### config.mk
export PLATFORM = sky130hd
export DESIGN_NAME = ps2_host_sequencer_flat
export DESIGN_NICKNAME = d
export VERILOG_FILES = /design/src/rtl/ps2_host_sequencer_if.sv /design/src/rtl/ps2_host_sequencer.sv /design/src/flat_wrapper.sv
export SDC_FILE = /design/constraint.sdc
export NUM_CORES = 1
export LEC_CHECK = 0
export ABC_AREA = 1
export BUFFER_PORTS_ARGS = -buffer_cell sky130_fd_sc_hd__buf_2
export CORE_AREA = 2 2 94 96
export DETAILED_ROUTE_END_ITERATION = 8
export DIE_AREA = 0 0 96 98
export GPL_TIMING_DRIVEN = 0
export PLACE_DENSITY = 0.81
export SLEW_MARGIN = 20
export SYNTH_ARGS = -nofsm -noshare
export SYNTH_HDL_FRONTEND = slang
export SYNTH_SLANG_ARGS = --single-unit
export TNS_END_PERCENT = 5
### constraint.sdc
create_clock -name CLOCK50 -period 2.75 [get_ports CLOCK50]
set_input_delay 0.275 -clock CLOCK50 [delete_from_list [all_inputs] [get_ports CLOCK50]]
set_output_delay 0.275 -clock CLOCK50 [all_outputs]
set_load 0.02 [all_outputs]
### src/rtl/ps2_host_sequencer_if.sv
// Bus bundle between the PS/2 host sequencer and the receiver, transmitter and data consumers.
interface ps2_host_sequencer_if;
  logic        MOUSE_MODE;
  logic [7:0]  rx_data;
  logic        rx_valid;
  logic [7:0]  tx_data;
  logic        tx_send;
  logic        tx_done;
  logic        tx_error;
  logic [23:0] mouse_pkt;
  logic        mouse_pkt_valid;
  logic [7:0]  key_data;
  logic        key_valid;
  logic        ready;
  logic        init_fail;

  // Sequencer side.
  modport master (
    input  MOUSE_MODE, rx_data, rx_valid, tx_done, tx_error,
    output tx_data, tx_send, mouse_pkt, mouse_pkt_valid, key_data, key_valid, ready, init_fail
  );

  // PHY / consumer side.
  modport slave (
    output MOUSE_MODE, rx_data, rx_valid, tx_done, tx_error,
    input  tx_data, tx_send, mouse_pkt, mouse_pkt_valid, key_data, key_valid, ready, init_fail
  );
endinterface

### src/rtl/ps2_host_sequencer.sv
// PS/2 host init sequencer (reset / BAT / ID / enable) with keyboard and mouse streaming.
// Optional macro PS2_MOUSE_SYNC_CHECK_EN: drop mouse bytes at packet start whose bit 3 is clear.
module ps2_host_sequencer #(
  parameter int unsigned ACK_TIMEOUT = 25000000,
  parameter int unsigned MAX_RETRY   = 3
) (
  input logic                  CLOCK50,
  input logic                  reset,
  ps2_host_sequencer_if.master bus
);

  localparam int unsigned TW = (ACK_TIMEOUT > 1) ? $clog2(ACK_TIMEOUT) : 1;
  localparam int unsigned RW = (MAX_RETRY > 1) ? $clog2(MAX_RETRY) : 1;
  localparam logic [TW-1:0] TMO_LAST   = TW'(ACK_TIMEOUT - 1);
  localparam logic [RW-1:0] RETRY_LAST = RW'(MAX_RETRY - 1);

  typedef enum logic [3:0] {
    IDLE, SEND_RST, WAIT_ACK, WAIT_BAT, WAIT_ID, SEND_EN, WAIT_ACK2, STREAM, FAIL
  } state_t;

  state_t        state_q, state_d, nxt_state;
  logic [TW-1:0] tmo_q, tmo_d;
  logic [RW-1:0] retry_q, retry_d;
  logic [1:0]    cnt_q, cnt_d;
  logic [7:0]    b0_q, b0_d, b1_q, b1_d;
  logic          mode_q, mode_d;
  logic [7:0]    tx_data_q, tx_data_d;
  logic          tx_send_q, tx_send_d;
  logic [23:0]   pkt_q, pkt_d;
  logic          pkt_valid_q, pkt_valid_d;
  logic [7:0]    key_q, key_d;
  logic          key_valid_q, key_valid_d;
  logic          ready_q, ready_d;
  logic          fail_q, fail_d;
  logic          go, retry_ev, wait_st, mode_chg, drop;

  always_comb begin
    state_d     = state_q;
    tmo_d       = tmo_q;
    retry_d     = retry_q;
    cnt_d       = cnt_q;
    b0_d        = b0_q;
    b1_d        = b1_q;
    mode_d      = bus.MOUSE_MODE;
    tx_data_d   = tx_data_q;
    tx_send_d   = 1'b0;
    pkt_d       = pkt_q;
    pkt_valid_d = 1'b0;
    key_d       = key_q;
    key_valid_d = 1'b0;
    nxt_state   = state_q;
    go          = 1'b0;
    retry_ev    = 1'b0;
    drop        = 1'b0;
`ifdef PS2_MOUSE_SYNC_CHECK_EN
    drop        = (cnt_q == 2'd0) && !bus.rx_data[3];
`endif
    wait_st  = (state_q == WAIT_ACK) || (state_q == WAIT_BAT) ||
               (state_q == WAIT_ID)  || (state_q == WAIT_ACK2);
    mode_chg = (bus.MOUSE_MODE != mode_q) && (state_q != FAIL);

    if (wait_st) tmo_d = tmo_q + TW'(1);

    // A mode change restarts init and overrides whatever the current state would do.
    if (mode_chg) begin
      go        = 1'b1;
      nxt_state = SEND_RST;
      retry_d   = '0;
      cnt_d     = '0;
    end else begin
      case (state_q)
        IDLE: begin
          go        = 1'b1;
          nxt_state = SEND_RST;
        end
        SEND_RST, SEND_EN: begin
          if (bus.tx_done) begin
            go        = 1'b1;
            nxt_state = (state_q == SEND_RST) ? WAIT_ACK : WAIT_ACK2;
          end else if (bus.tx_error) begin
            retry_ev = 1'b1;
          end
        end
        WAIT_ACK, WAIT_BAT, WAIT_ID, WAIT_ACK2: begin
          if (bus.rx_valid) begin
            tmo_d = '0;
            go    = 1'b1;
            if (state_q == WAIT_ACK && bus.rx_data == 8'hFA)
              nxt_state = WAIT_BAT;
            else if (state_q == WAIT_BAT && bus.rx_data == 8'hAA)
              nxt_state = bus.MOUSE_MODE ? WAIT_ID : STREAM;
            else if (state_q == WAIT_ID && bus.rx_data == 8'h00)
              nxt_state = SEND_EN;
            else if (state_q == WAIT_ACK2 && bus.rx_data == 8'hFA)
              nxt_state = STREAM;
            else begin
              go       = 1'b0;
              retry_ev = 1'b1;
            end
          end else if (tmo_q == TMO_LAST) begin
            retry_ev = 1'b1;
          end
        end
        STREAM: begin
          if (bus.rx_valid) begin
            tmo_d = '0;
            if (!bus.MOUSE_MODE) begin
              key_d       = bus.rx_data;
              key_valid_d = 1'b1;
            end else if (!drop) begin
              case (cnt_q)
                2'd0: begin
                  b0_d  = bus.rx_data;
                  cnt_d = 2'd1;
                end
                2'd1: begin
                  b1_d  = bus.rx_data;
                  cnt_d = 2'd2;
                end
                default: begin
                  pkt_d       = {bus.rx_data, b1_q, b0_q};
                  pkt_valid_d = 1'b1;
                  cnt_d       = 2'd0;
                end
              endcase
            end
          end
        end
        default: ;
      endcase
    end

    if (retry_ev) begin
      go = 1'b1;
      if (retry_q == RETRY_LAST) begin
        nxt_state = FAIL;
      end else begin
        nxt_state = SEND_RST;
        retry_d   = retry_q + RW'(1);
      end
    end

    // Every transition (including SEND_RST re-entry) counts as a state entry.
    if (go) begin
      state_d = nxt_state;
      tmo_d   = '0;
      if (nxt_state == SEND_RST) begin
        tx_send_d = 1'b1;
        tx_data_d = 8'hFF;
      end else if (nxt_state == SEND_EN) begin
        tx_send_d = 1'b1;
        tx_data_d = 8'hF4;
      end else if (nxt_state == STREAM) begin
        retry_d = '0;
        cnt_d   = '0;
      end
    end

    ready_d = (state_d == STREAM);
    fail_d  = (state_d == FAIL);
  end

  always_ff @(posedge CLOCK50 or posedge reset) begin
    if (reset) begin
      state_q     <= IDLE;
      tmo_q       <= '0;
      retry_q     <= '0;
      cnt_q       <= '0;
      b0_q        <= '0;
      b1_q        <= '0;
      mode_q      <= 1'b0;
      tx_data_q   <= '0;
      tx_send_q   <= 1'b0;
      pkt_q       <= '0;
      pkt_valid_q <= 1'b0;
      key_q       <= '0;
      key_valid_q <= 1'b0;
      ready_q     <= 1'b0;
      fail_q      <= 1'b0;
    end else begin
      state_q     <= state_d;
      tmo_q       <= tmo_d;
      retry_q     <= retry_d;
      cnt_q       <= cnt_d;
      b0_q        <= b0_d;
      b1_q        <= b1_d;
      mode_q      <= mode_d;
      tx_data_q   <= tx_data_d;
      tx_send_q   <= tx_send_d;
      pkt_q       <= pkt_d;
      pkt_valid_q <= pkt_valid_d;
      key_q       <= key_d;
      key_valid_q <= key_valid_d;
      ready_q     <= ready_d;
      fail_q      <= fail_d;
    end
  end

  assign bus.tx_data         = tx_data_q;
  assign bus.tx_send         = tx_send_q;
  assign bus.mouse_pkt       = pkt_q;
  assign bus.mouse_pkt_valid = pkt_valid_q;
  assign bus.key_data        = key_q;
  assign bus.key_valid       = key_valid_q;
  assign bus.ready           = ready_q;
  assign bus.init_fail       = fail_q;

endmodule

### src/flat_wrapper.sv
// flat-port wrapper written by rule: the top's interface ports become plain ports
module ps2_host_sequencer_flat 
#(
  parameter int unsigned ACK_TIMEOUT = 25000000,
  parameter int unsigned MAX_RETRY   = 3
)
  (CLOCK50, reset, bus_MOUSE_MODE, bus_rx_data, bus_rx_valid, bus_tx_done, bus_tx_error, bus_tx_data, bus_tx_send, bus_mouse_pkt, bus_mouse_pkt_valid, bus_key_data, bus_key_valid, bus_ready, bus_init_fail);
  ps2_host_sequencer_if bus_i ();
  input logic CLOCK50;
  input logic reset;
  input wire logic [$bits(bus_i.MOUSE_MODE)-1:0] bus_MOUSE_MODE;
  input wire logic [$bits(bus_i.rx_data)-1:0] bus_rx_data;
  input wire logic [$bits(bus_i.rx_valid)-1:0] bus_rx_valid;
  input wire logic [$bits(bus_i.tx_done)-1:0] bus_tx_done;
  input wire logic [$bits(bus_i.tx_error)-1:0] bus_tx_error;
  output wire logic [$bits(bus_i.tx_data)-1:0] bus_tx_data;
  output wire logic [$bits(bus_i.tx_send)-1:0] bus_tx_send;
  output wire logic [$bits(bus_i.mouse_pkt)-1:0] bus_mouse_pkt;
  output wire logic [$bits(bus_i.mouse_pkt_valid)-1:0] bus_mouse_pkt_valid;
  output wire logic [$bits(bus_i.key_data)-1:0] bus_key_data;
  output wire logic [$bits(bus_i.key_valid)-1:0] bus_key_valid;
  output wire logic [$bits(bus_i.ready)-1:0] bus_ready;
  output wire logic [$bits(bus_i.init_fail)-1:0] bus_init_fail;
  assign bus_i.MOUSE_MODE = bus_MOUSE_MODE;
  assign bus_i.rx_data = bus_rx_data;
  assign bus_i.rx_valid = bus_rx_valid;
  assign bus_i.tx_done = bus_tx_done;
  assign bus_i.tx_error = bus_tx_error;
  assign bus_tx_data = bus_i.tx_data;
  assign bus_tx_send = bus_i.tx_send;
  assign bus_mouse_pkt = bus_i.mouse_pkt;
  assign bus_mouse_pkt_valid = bus_i.mouse_pkt_valid;
  assign bus_key_data = bus_i.key_data;
  assign bus_key_valid = bus_i.key_valid;
  assign bus_ready = bus_i.ready;
  assign bus_init_fail = bus_i.init_fail;
  ps2_host_sequencer #(.ACK_TIMEOUT(ACK_TIMEOUT), .MAX_RETRY(MAX_RETRY)) u_core (.CLOCK50(CLOCK50), .reset(reset), .bus(bus_i));
endmodule
==> flow_summary.toml <==
[final_layout]
final_layout_size_suffix_gt1_share_pct = 17.6
fin_util_pct = 58.1
areaGrowthSynthToFinish_pct = 14.6
diodes = 0
fin_nets = 618

[timing]
worst_pin_slew_ps = 626
hold_violations = 13
tns_ps = 0
worst_slack_ps = 441
timing.slew.headroom_pct = 58.3
final_max_slew_viol_count = 0
rsz0062_at_grt = "no"
period_needed_ps = 2310
holdWs_ps = -13.4
finalSetupViolCount = 0
fmax_mhz = 433
fin_worst_skew_ps = 12.8
fin_crit_sh_pct = 84.0

[synthesis]
syn-instance-count = 533
ys.warnings.count = 0
synth-xor-area-share_pct = 3.06
syn-num-nets = 548
syn_area_per_cell_um2 = 8.05
synth_edf_count = 0
synthFlopType = "dfrtp_1"
yosys.area_share.simple_pct = 29.4
muxShareOfSynthArea_pct = 0
ys_ff_latch = 89
synth_cell_types = 37
synth_area_mm2 = 0.00429
synthAdderAreaFrac_pct = 0.292
ys_seq_area_share_pct = 51.9
synth_compound_area_share_pct = 7.67
synth_top_family_by_area = "simple AND/OR/NAND/NOR gates"
async_flop_share_pct = 100

[clocking]
cts_resized = 0
path_clk_slew_ps = 100
cts_hold_buffers = 0
root_buffer = "clkbuf_8"
cts_buffers = 9
post-cts-setup-buffers = 0
clk-insertion-delay-late_ps = 360
cts_tree = "built"
cts_buffer_depth = 2
cts_max_level = 3
clkSinkCount = 89

[global_route]
grt_pass1_wl_um = 15900
antenna_found_initial = 0
grt_pass1_vias = 3537
grt_usage_pct = 21.3
grt_max_degree = 52
grt-ovfl-total = 0

[critical_path]
regToRegStartpoint = "u_core.tmo_q[0]"
crit_type = "reg -> reg"
crit_path_start_kind = "flop"
path_max_fanout = 5
r2r_slack_ps = 440
r2r_end = "u_core.retry_q[0]"
end_kind = "flop"
cp.arrival_ps = 2530
worstPathRequired_ps = 2970
ff2ff_path_depth = 13

[floorplanning]
row_count = 34
coreArea_mm2 = 0.00847
dieArea_mm2 = 0.00941
ioPinCount = 59
die_y_um = 98
die_w_um = 96
initial_core_util_pct = 50.7

[run_status]
outcome = "finished with violations"
violations = "negative hold slack"

[power_and_ir_drop]
irDropWorstVdd_uv = 487
switching_power_uw = 779
power.clock.fraction_pct = 32.4
seqPwrFrac_pct = 52.9
p_leak_nw = 2.48
p_comb_share_pct = 14.6
swShare_pct = 30.2
power.density_mw_per_mm2 = 524
power.internal_mw = 1.80

[worst_hold_path]
hp-class = "in -> async"

[drt]
drc = 0
via_per_inst = 5.15
drt-pass1-iter-count = 5
wl_per_cell_um = 13.3
wirelength_um = 9500
first_iter_violations = 213
drtAntennaViolNets = 0
vias = 3687

[placed_design]
dpl.hpwl_um = 7000
port_buffers = 58
gp_congestion = 0.885
place_ws_ps = 464

[run]
maxCapViolCount = 0
placed cells by master (no fill, tap or decap), drive strengths merged:
master	Yosys	layout
a211oi	2	2
a21boi	2	2
a21oi	8	8
a31oi	2	2
buf	10	69
clkbuf	5	15
clkinv	0	3
clkinvlp	0	2
dfrtp	89	89
ha	1	1
inv	60	61
nand2	164	164
nand3	26	26
nand3b	2	2
nand4	6	6
nor2	67	67
nor3	24	24
nor3b	1	1
nor4	1	1
o21a	1	1
o21ai	44	44
o22ai	1	1
o311ai	1	1
or2	1	1
xnor2	6	6
xor2	9	9
Yosys cell counts (3+ instances only):
master / n / area, um^2
nand2_1: 160 / 601
dfrtp_1: 89 / 2230
nor2_1: 61 / 229
inv_1: 54 / 203
o21ai_0: 42 / 210
nand3_1: 24 / 120
nor3_1: 21 / 105
xor2_1: 9 / 78.8
a21oi_1: 7 / 35.0
buf_4: 6 / 45.0
nand4_1: 6 / 37.5
xnor2_1: 6 / 52.6
clkbuf_1: 5 / 18.8
inv_2: 5 / 18.8
nor2_2: 5 / 31.3
nand2_2: 3 / 18.8
routing by layer:
metal	vias to the layer above	GRT usage (%)	wire, um
li1	1821	-	-
met5	-	0	0
met3	10	4.09	556
met4	0	6.04	90
met1	1737	28.4	4270
met2	119	35.3	4590
through the flow:
step                      std cells  area (um^2)  hold slack, ps  power, mW
after floorplan                 533         4290             306       1.65
after global placement          699         4710             452       1.75
after detailed placement        700         4740             409       1.76
after CTS                       716         4920            11.5       2.60
after global routing            716         4920            39.0       2.69
final                           716         4920           -13.4       2.58
worst max-delay path, stage by stage, from the launching register on:
cell and delay [ps]:
dfrtp_1 420, ha_1 230, nand2_1 180, inv_1 60, nand2_1 50, nor2_1 40, nand3_1 70, a21oi_1 110
nand2_2 110, nand3_2 80, nor2_1 310, nand3_1 120, nor2_1 260, a21boi_0 130
state kept, by name, summed over array words and instances, names as in the netlist:
| name | flops |
|---|---|
| u_core.cnt_q | 2 |
| u_core.state_q | 4 |
| u_core.bus.mouse_pkt | 24 |
| u_core.bus.ready | 1 |
| u_core.bus.key_data | 8 |
| u_core.retry_q | 2 |
| u_core.bus.mouse_pkt_valid | 1 |
| u_core.tmo_q | 25 |
| u_core.bus.key_valid | 1 |
| u_core.bus.init_fail | 1 |
| u_core.b1_q | 8 |
| u_core.mode_q | 1 |
| u_core.b0_q | 8 |
| u_core.bus.tx_data | 2 |
| u_core.bus.tx_send | 1 |
power groups by stage:
stage                     clock [mW]  combinational (mW)  sequential (mW)
after CTS                      0.852               0.380             1.36
after global routing           0.899               0.422             1.37
after detailed placement           0               0.375             1.39
after global placement             0               0.362             1.39
after floorplan                    0               0.250             1.40
final                          0.835               0.377             1.36
cell families after synthesis:
group                    after synthesis
XOR/XNOR                              15
flip-flops                            89
AND/OR/NAND/NOR                      292
AO/OA/AOI/OAI                         61
buffers and inverters                 75
adder cells (fa/ha/maj)                1
cell type report:
type                            count  area [um^2]
Fill cell                         772         3550
Sequential cell                    89         2230
Multi-Input combinational cell    369         1740
Timing Repair Buffer               59          310
Inverter                           60          233
Tap cell                          108          135
Clock buffer                       10          128
Buffer                             15         96.3
Clock inverter                      6         52.6
how the worst max path moves through the flow:
stage                         start              endpoint  slack [ps]
floorplan                     reset        u_core.b0_q[0]         170
global placement              reset  u_core.bus.init_fail        -740
detailed placement   bus_rx_data[4]     u_core.retry_q[0]         460
CTS                 u_core.tmo_q[0]     u_core.retry_q[0]         470
global route        u_core.tmo_q[0]     u_core.retry_q[0]         180
finish              u_core.tmo_q[0]     u_core.retry_q[0]         440
No activity file was read; power rests on OpenSTA's default activity.
